**src/rtl/tick_sched_pkg.sv**
```systemverilog
// Shared types and constants for the two-channel tick scheduler.
package tick_sched_pkg;

  typedef enum logic [1:0] {
    ST_OFF      = 2'd0,
    ST_RUN      = 2'd1,
    ST_PEND_UPD = 2'd2,
    ST_PEND_OFF = 2'd3
  } chan_state_t;

  localparam logic CH_A = 1'b0;
  localparam logic CH_B = 1'b1;

  localparam int DIV_A_DEFAULT = 4;
  localparam int DIV_B_DEFAULT = 49;

endpackage

```
**src/rtl/tick_sched_channel.sv**
```systemverilog
// One divider channel: half-period counter, shadow divisor and update/stop FSM.
module tick_channel
  import tick_sched_pkg::*;
#(
  parameter int CW      = 8,
  parameter int DIV_RST = 4
) (
  input  logic          clock1M,
  input  logic          reset,
  input  logic          wr_accept,
  input  logic [CW-1:0] wr_div,
  input  logic          wr_en,
  output logic          ready,
  output logic          sq_clk,
  output logic          tick,
  output logic          busy
);

  localparam logic [CW-1:0] DIV_RST_V = CW'(DIV_RST);
  localparam logic [CW-1:0] ZERO      = {CW{1'b0}};
  localparam logic [CW-1:0] ONE       = {{(CW-1){1'b0}}, 1'b1};

  chan_state_t   state_r;
  logic [CW-1:0] count_r;
  logic [CW-1:0] div_r;
  logic [CW-1:0] shadow_r;
  logic [CW-1:0] count_nxt_s;
  logic          clk_r;
  logic          tick_r;
  logic          busy_r;
  logic          terminal_s;

  // Terminal-count detect and next counter value
  always_comb begin
    terminal_s = (count_r == div_r);
    if (terminal_s) begin
      count_nxt_s = ZERO;
    end else begin
      count_nxt_s = count_r + ONE;
    end
  end

  assign ready  = (state_r == ST_OFF) || (state_r == ST_RUN);
  assign sq_clk = clk_r;
  assign tick   = tick_r;
  assign busy   = busy_r;

  // Channel FSM; writes take effect only at a terminal count, never mid half-period
  always_ff @(posedge clock1M or posedge reset) begin
    if (reset) begin
      state_r  <= ST_RUN;
      count_r  <= ZERO;
      div_r    <= DIV_RST_V;
      shadow_r <= ZERO;
      clk_r    <= 1'b0;
      tick_r   <= 1'b0;
      busy_r   <= 1'b0;
    end else begin
      case (state_r)
        ST_OFF: begin
          count_r <= ZERO;
          clk_r   <= 1'b0;
          tick_r  <= 1'b0;
          busy_r  <= 1'b0;
          if (wr_accept) begin
            div_r <= wr_div;
            if (wr_en) begin
              state_r <= ST_RUN;
            end
          end
        end
        ST_RUN: begin
          count_r <= count_nxt_s;
          clk_r   <= clk_r ^ terminal_s;
          tick_r  <= terminal_s;
          if (wr_accept) begin
            shadow_r <= wr_div;
            busy_r   <= 1'b1;
            state_r  <= wr_en ? ST_PEND_UPD : ST_PEND_OFF;
          end
        end
        ST_PEND_UPD: begin
          count_r <= count_nxt_s;
          clk_r   <= clk_r ^ terminal_s;
          tick_r  <= terminal_s;
          if (terminal_s) begin
            div_r   <= shadow_r;
            busy_r  <= 1'b0;
            state_r <= ST_RUN;
          end
        end
        ST_PEND_OFF: begin
          count_r <= count_nxt_s;
          clk_r   <= clk_r ^ terminal_s;
          tick_r  <= terminal_s;
          // Stop only on the falling toggle so the output never parks high
          if (terminal_s && clk_r) begin
            div_r   <= shadow_r;
            busy_r  <= 1'b0;
            state_r <= ST_OFF;
          end
        end
        default: begin
          state_r <= ST_OFF;
          count_r <= ZERO;
          clk_r   <= 1'b0;
          tick_r  <= 1'b0;
          busy_r  <= 1'b0;
        end
      endcase
    end
  end

endmodule

```
**src/rtl/tick_sched.sv**
```systemverilog
// Two independent square-wave/tick generators sharing one configuration port.
module tick_sched
  import tick_sched_pkg::*;
#(
  parameter int CW        = 8,
  parameter int DIV_A_RST = DIV_A_DEFAULT,
  parameter int DIV_B_RST = DIV_B_DEFAULT
) (
  input  logic          clock1M,
  input  logic          reset,
  input  logic          cfg_valid,
  output logic          cfg_ready,
  input  logic          cfg_chan,
  input  logic [CW-1:0] cfg_div,
  input  logic          cfg_en,
  output logic          clk_a,
  output logic          clk_b,
  output logic          tick_a,
  output logic          tick_b,
  output logic [1:0]    busy
);

  logic ready_a_s;
  logic ready_b_s;
  logic ready_s;
  logic acc_a_s;
  logic acc_b_s;
  logic busy_a_s;
  logic busy_b_s;

  // Route the request to the addressed channel and qualify it with that channel's ready
  always_comb begin
    if (cfg_chan == CH_B) begin
      ready_s = ready_b_s;
    end else begin
      ready_s = ready_a_s;
    end
    acc_a_s = cfg_valid && ready_s && (cfg_chan == CH_A);
    acc_b_s = cfg_valid && ready_s && (cfg_chan == CH_B);
  end

  assign cfg_ready = ready_s;
  assign busy      = {busy_b_s, busy_a_s};

  tick_channel #(
    .CW      (CW),
    .DIV_RST (DIV_A_RST)
  ) u_chan_a (
    .clock1M   (clock1M),
    .reset     (reset),
    .wr_accept (acc_a_s),
    .wr_div    (cfg_div),
    .wr_en     (cfg_en),
    .ready     (ready_a_s),
    .sq_clk    (clk_a),
    .tick      (tick_a),
    .busy      (busy_a_s)
  );

  tick_channel #(
    .CW      (CW),
    .DIV_RST (DIV_B_RST)
  ) u_chan_b (
    .clock1M   (clock1M),
    .reset     (reset),
    .wr_accept (acc_b_s),
    .wr_div    (cfg_div),
    .wr_en     (cfg_en),
    .ready     (ready_b_s),
    .sq_clk    (clk_b),
    .tick      (tick_b),
    .busy      (busy_b_s)
  );

endmodule

```
**config.mk**
```make
export PLATFORM = sky130hd
export DESIGN_NAME = tick_sched
export DESIGN_NICKNAME = d
export VERILOG_FILES = /design/src/rtl/tick_sched_pkg.sv /design/src/rtl/tick_sched_channel.sv /design/src/rtl/tick_sched.sv
export SDC_FILE = /design/constraint.sdc
export NUM_CORES = 1
export LEC_CHECK = 0
export CORE_UTILIZATION = 49
export CTS_CLUSTER_DIAMETER = 80
export CTS_CLUSTER_SIZE = 20
export DETAILED_ROUTE_END_ITERATION = 10
export PLACE_DENSITY = 0.71
export SLEW_MARGIN = 20
export SYNTH_ARGS = -nofsm -noshare
export SYNTH_HDL_FRONTEND = slang
export SYNTH_SLANG_ARGS = --single-unit
```
**constraint.sdc**
```tcl
create_clock -name clock1M -period 4.7 [get_ports clock1M]
set_clock_uncertainty 0.05 [all_clocks]
set_input_delay 0.94 -clock clock1M [delete_from_list [all_inputs] [get_ports clock1M]]
set_output_delay 0.94 -clock clock1M [all_outputs]
set_load 0.05 [all_outputs]
```
==> results.yml <==
logic_synthesis:
  synth_top_family_by_area: "simple AND/OR/NAND/NOR gates"
  synthSimpleGateAreaFrac_pct: 21.6
  synth-seq-cells: 58
  synth.mux.area_fraction_pct: 16.7
  synthFlopType: "dfrtp_1"
  synth_edf_count: 0
  synthesis.nets: 330
  syn_avg_cell_area_sq_um: 10.7
  yosys-top-cells-count: "dfrtp_1, nor3_1, mux2_2"
  yosysMostFrequentCell: "dfrtp_1"
  synthDominantCellAreaShare_pct: 38.7
  synth_area_leaders: "dfrtp_1, mux2_2, and4_1"
  syn-cell-area_sq_um: 3360
  seq_area_frac_synth_pct: 43.4
  yosysWarnings: 0
  yosysTopAreaCell: "dfrtp_1"
  synthXorXnorAreaFrac_pct: 7.82
  syn_inst: 313
  synth_compound_area_share_pct: 5.36
  synthAdderAreaFrac_pct: 1.49
  yosysUniqueCellTypes: 35
  postSynth.asyncResetShare_pct: 100
global_routing:
  grt_pass1_wl_um: 11200
  grt_overflow: 0
  grt_max_degree: 38
  grt_pass1_vias: 2290
  antenna_found_initial: 0
  grtUsageTotal_pct: 20.1
route:
  vias: 2377
  drt_wl_total_um: 6640
  drc: 2
  drt-pass1-iter-count: 7
  ant_nets: 0
  wl_per_cell_um: 16.5
  drt_iter0_markers: 107
  via_per_inst: 5.90
critical_path:
  path_class: "input pin to output port"
  cpPeakStageDelay_ns: 0.83
  cp.arrival_ns: 2.52
  crit_chain: "clkdlybuf4s50_1 -> mux2i_1 -> clkdlybuf4s50_1"
  cp.required_ns: 3.71
  cpMostUsedCell: "clkdlybuf4s50_1"
  timing.reg2reg.setup_slack_ns: 1.92
  slowest_stage: "clkdlybuf4s50_1"
  setup.worst_path.start_class: "input pin"
  crit_family: "buffers and inverters"
  worst_setup_path_end_kind: "output port"
  cp.buffers_inverters: 2
  cp_max_fo: 5
floorplan:
  coreArea_sq_um: 6490
  initial_core_util_pct: 51.7
  rows: 29
  dieHeight_um: 84.8
  die-area_sq_um: 7190
  dieWidth_um: 84.8
  num_io_pins: 20
min_path:
  hp-class: "flop to flop"
power:
  p_leak_uw: 0.00157
  power.density_nw_per_um2: 671
  peakVddDrop_mv: 0.275
timing:
  period_share_pct: 74.7
  rsz0062_at_grt: "no"
  hold_viol: 0
  setup-violations-final: 0
  worst_slew_pin_slew_ns: 1.03
  fmax_mhz: 285
  period_minus_slack_ns: 3.51
  slew_headroom_pct: 31.5
  slew_violations: 0
  fin_setup_tns_ns: 0
  fin_ws_ns: 1.19
cells_and_area:
  final_nets: 338
  drive_gt1_share_pct: 19.6
  syn2layout_area_growth_pct: 11.5
  num_antenna_cells: 0
placement:
  place.gp.congestion: 0.767
  pre_cts_ws_ns: 1.19
  port_buffers: 19
  dpl.hpwl_um: 4520
clock_network:
  htree_levels: 3
  cts_resized: 0
  clock-root-buffer: "clkbuf_8"
  cts_hold_buf: 0
  cts_tree: "built"
  clock_latency_ns: 0.33
  clk_path_buf_depth: 2
  clkTransAtPathRegs_ns: 0.06
  cts_buffers: 9
  cts_setup_buffers: 0
  cts.sinks: 58
run_status:
  outcome: "complete, but fails checks"
  violations: "design-rule violations"
job:
  drv_cap: 0
-- power breakdown --
part           switching (uW)  internal [uW]  total (uW)
Combinational             638            528        1170
Sequential                192            677         869
Clock                     191            288         479
-- state kept, by name (all words and copies together) (netlist names), 2 cells and up --
signal and count:
u_chan_b.shadow_r 8, u_chan_b.div_r 8, u_chan_a.shadow_r 8, u_chan_b.state_r 2, u_chan_a.state_r 2, u_chan_a.count_r 8, u_chan_b.count_r 8, u_chan_a.div_r 8
-- cell families after synthesis --
| kind of cell | count (synthesis) |
|---|---|
| xor+xnor | 30 |
| mux | 49 |
| buf+inv | 25 |
| compound gates | 26 |
| simple gates | 121 |
| flops | 58 |
| fa+ha+maj | 4 |
-- area by class of cell --
cell class	count	area [sq um]
Fill cell	562	2750
Multi-Input combinational cell	230	1780
Timing Repair Buffer	20	198
Clock buffer	14	173
Tap cell	77	96.3
Inverter	2	7.51
Sequential cell	58	1460
Clock inverter	2	35.0
-- worst paths after layout --
check | start | end | cells past startpoint
max | cfg_chan | cfg_ready | 3
min | u_chan_b.shadow_r[2]$_DFFE_PP0P_ | u_chan_b.shadow_r[2]$_DFFE_PP0P_ | 1
max reg2reg | u_chan_b.div_r[0]$_DFFE_PP1P_ | u_chan_b.div_r[0]$_DFFE_PP1P_ | 8
min reg2reg | u_chan_b.shadow_r[2]$_DFFE_PP0P_ | u_chan_b.shadow_r[2]$_DFFE_PP0P_ | 1
max in group asynchronous | reset | u_chan_a.div_r[2]$_DFFE_PP1P_ | 3
min in group asynchronous | reset | u_chan_b.tick$_DFF_PP0_ | 2
-- placed cells by master, fill, tap and decap left out, types with 6 or more instances in the layout --
cell type | netlist | final
a211oi_1 | 16 | 16
and4_1 | 20 | 20
clkbuf_8 | 0 | 12
clkdlybuf4s50_1 | 0 | 19
dfrtp_1 | 52 | 52
dfstp_2 | 6 | 6
mux2_2 | 24 | 24
mux2_4 | 8 | 8
mux2i_1 | 17 | 17
nand2_1 | 12 | 12
nand3_1 | 12 | 12
nor2_1 | 22 | 22
nor3_1 | 26 | 26
nor3_2 | 8 | 8
xnor2_1 | 18 | 18
xor2_1 | 12 | 12
-- per-stage QoR --
stage	instance area, sq um	hold WS [ns]	utilization [%]	std cells	total power (uW)
floorplan	3360	0.429	-	313	1830
global placement	3540	0.437	54.5	387	1980
detailed placement	3540	0.445	54.5	387	2030
CTS	3750	0.459	57.7	403	2520
global route	3750	0.462	57.7	403	2700
finish	3750	0.456	57.7	403	2510
-- metal layers --
| metal | global-route usage (%) | share of wire [%] | vias to the layer above |
|---|---|---|---|
| li1 | - | - | 1156 |
| met1 | 30.0 | 52 | 1176 |
| met2 | 28.8 | 45 | 43 |
| met5 | 0 | 0 | - |
| met4 | 9.09 | 0.63 | 0 |
| met3 | 3.31 | 2.1 | 2 |
No activity file was read; power rests on OpenSTA's default activity.
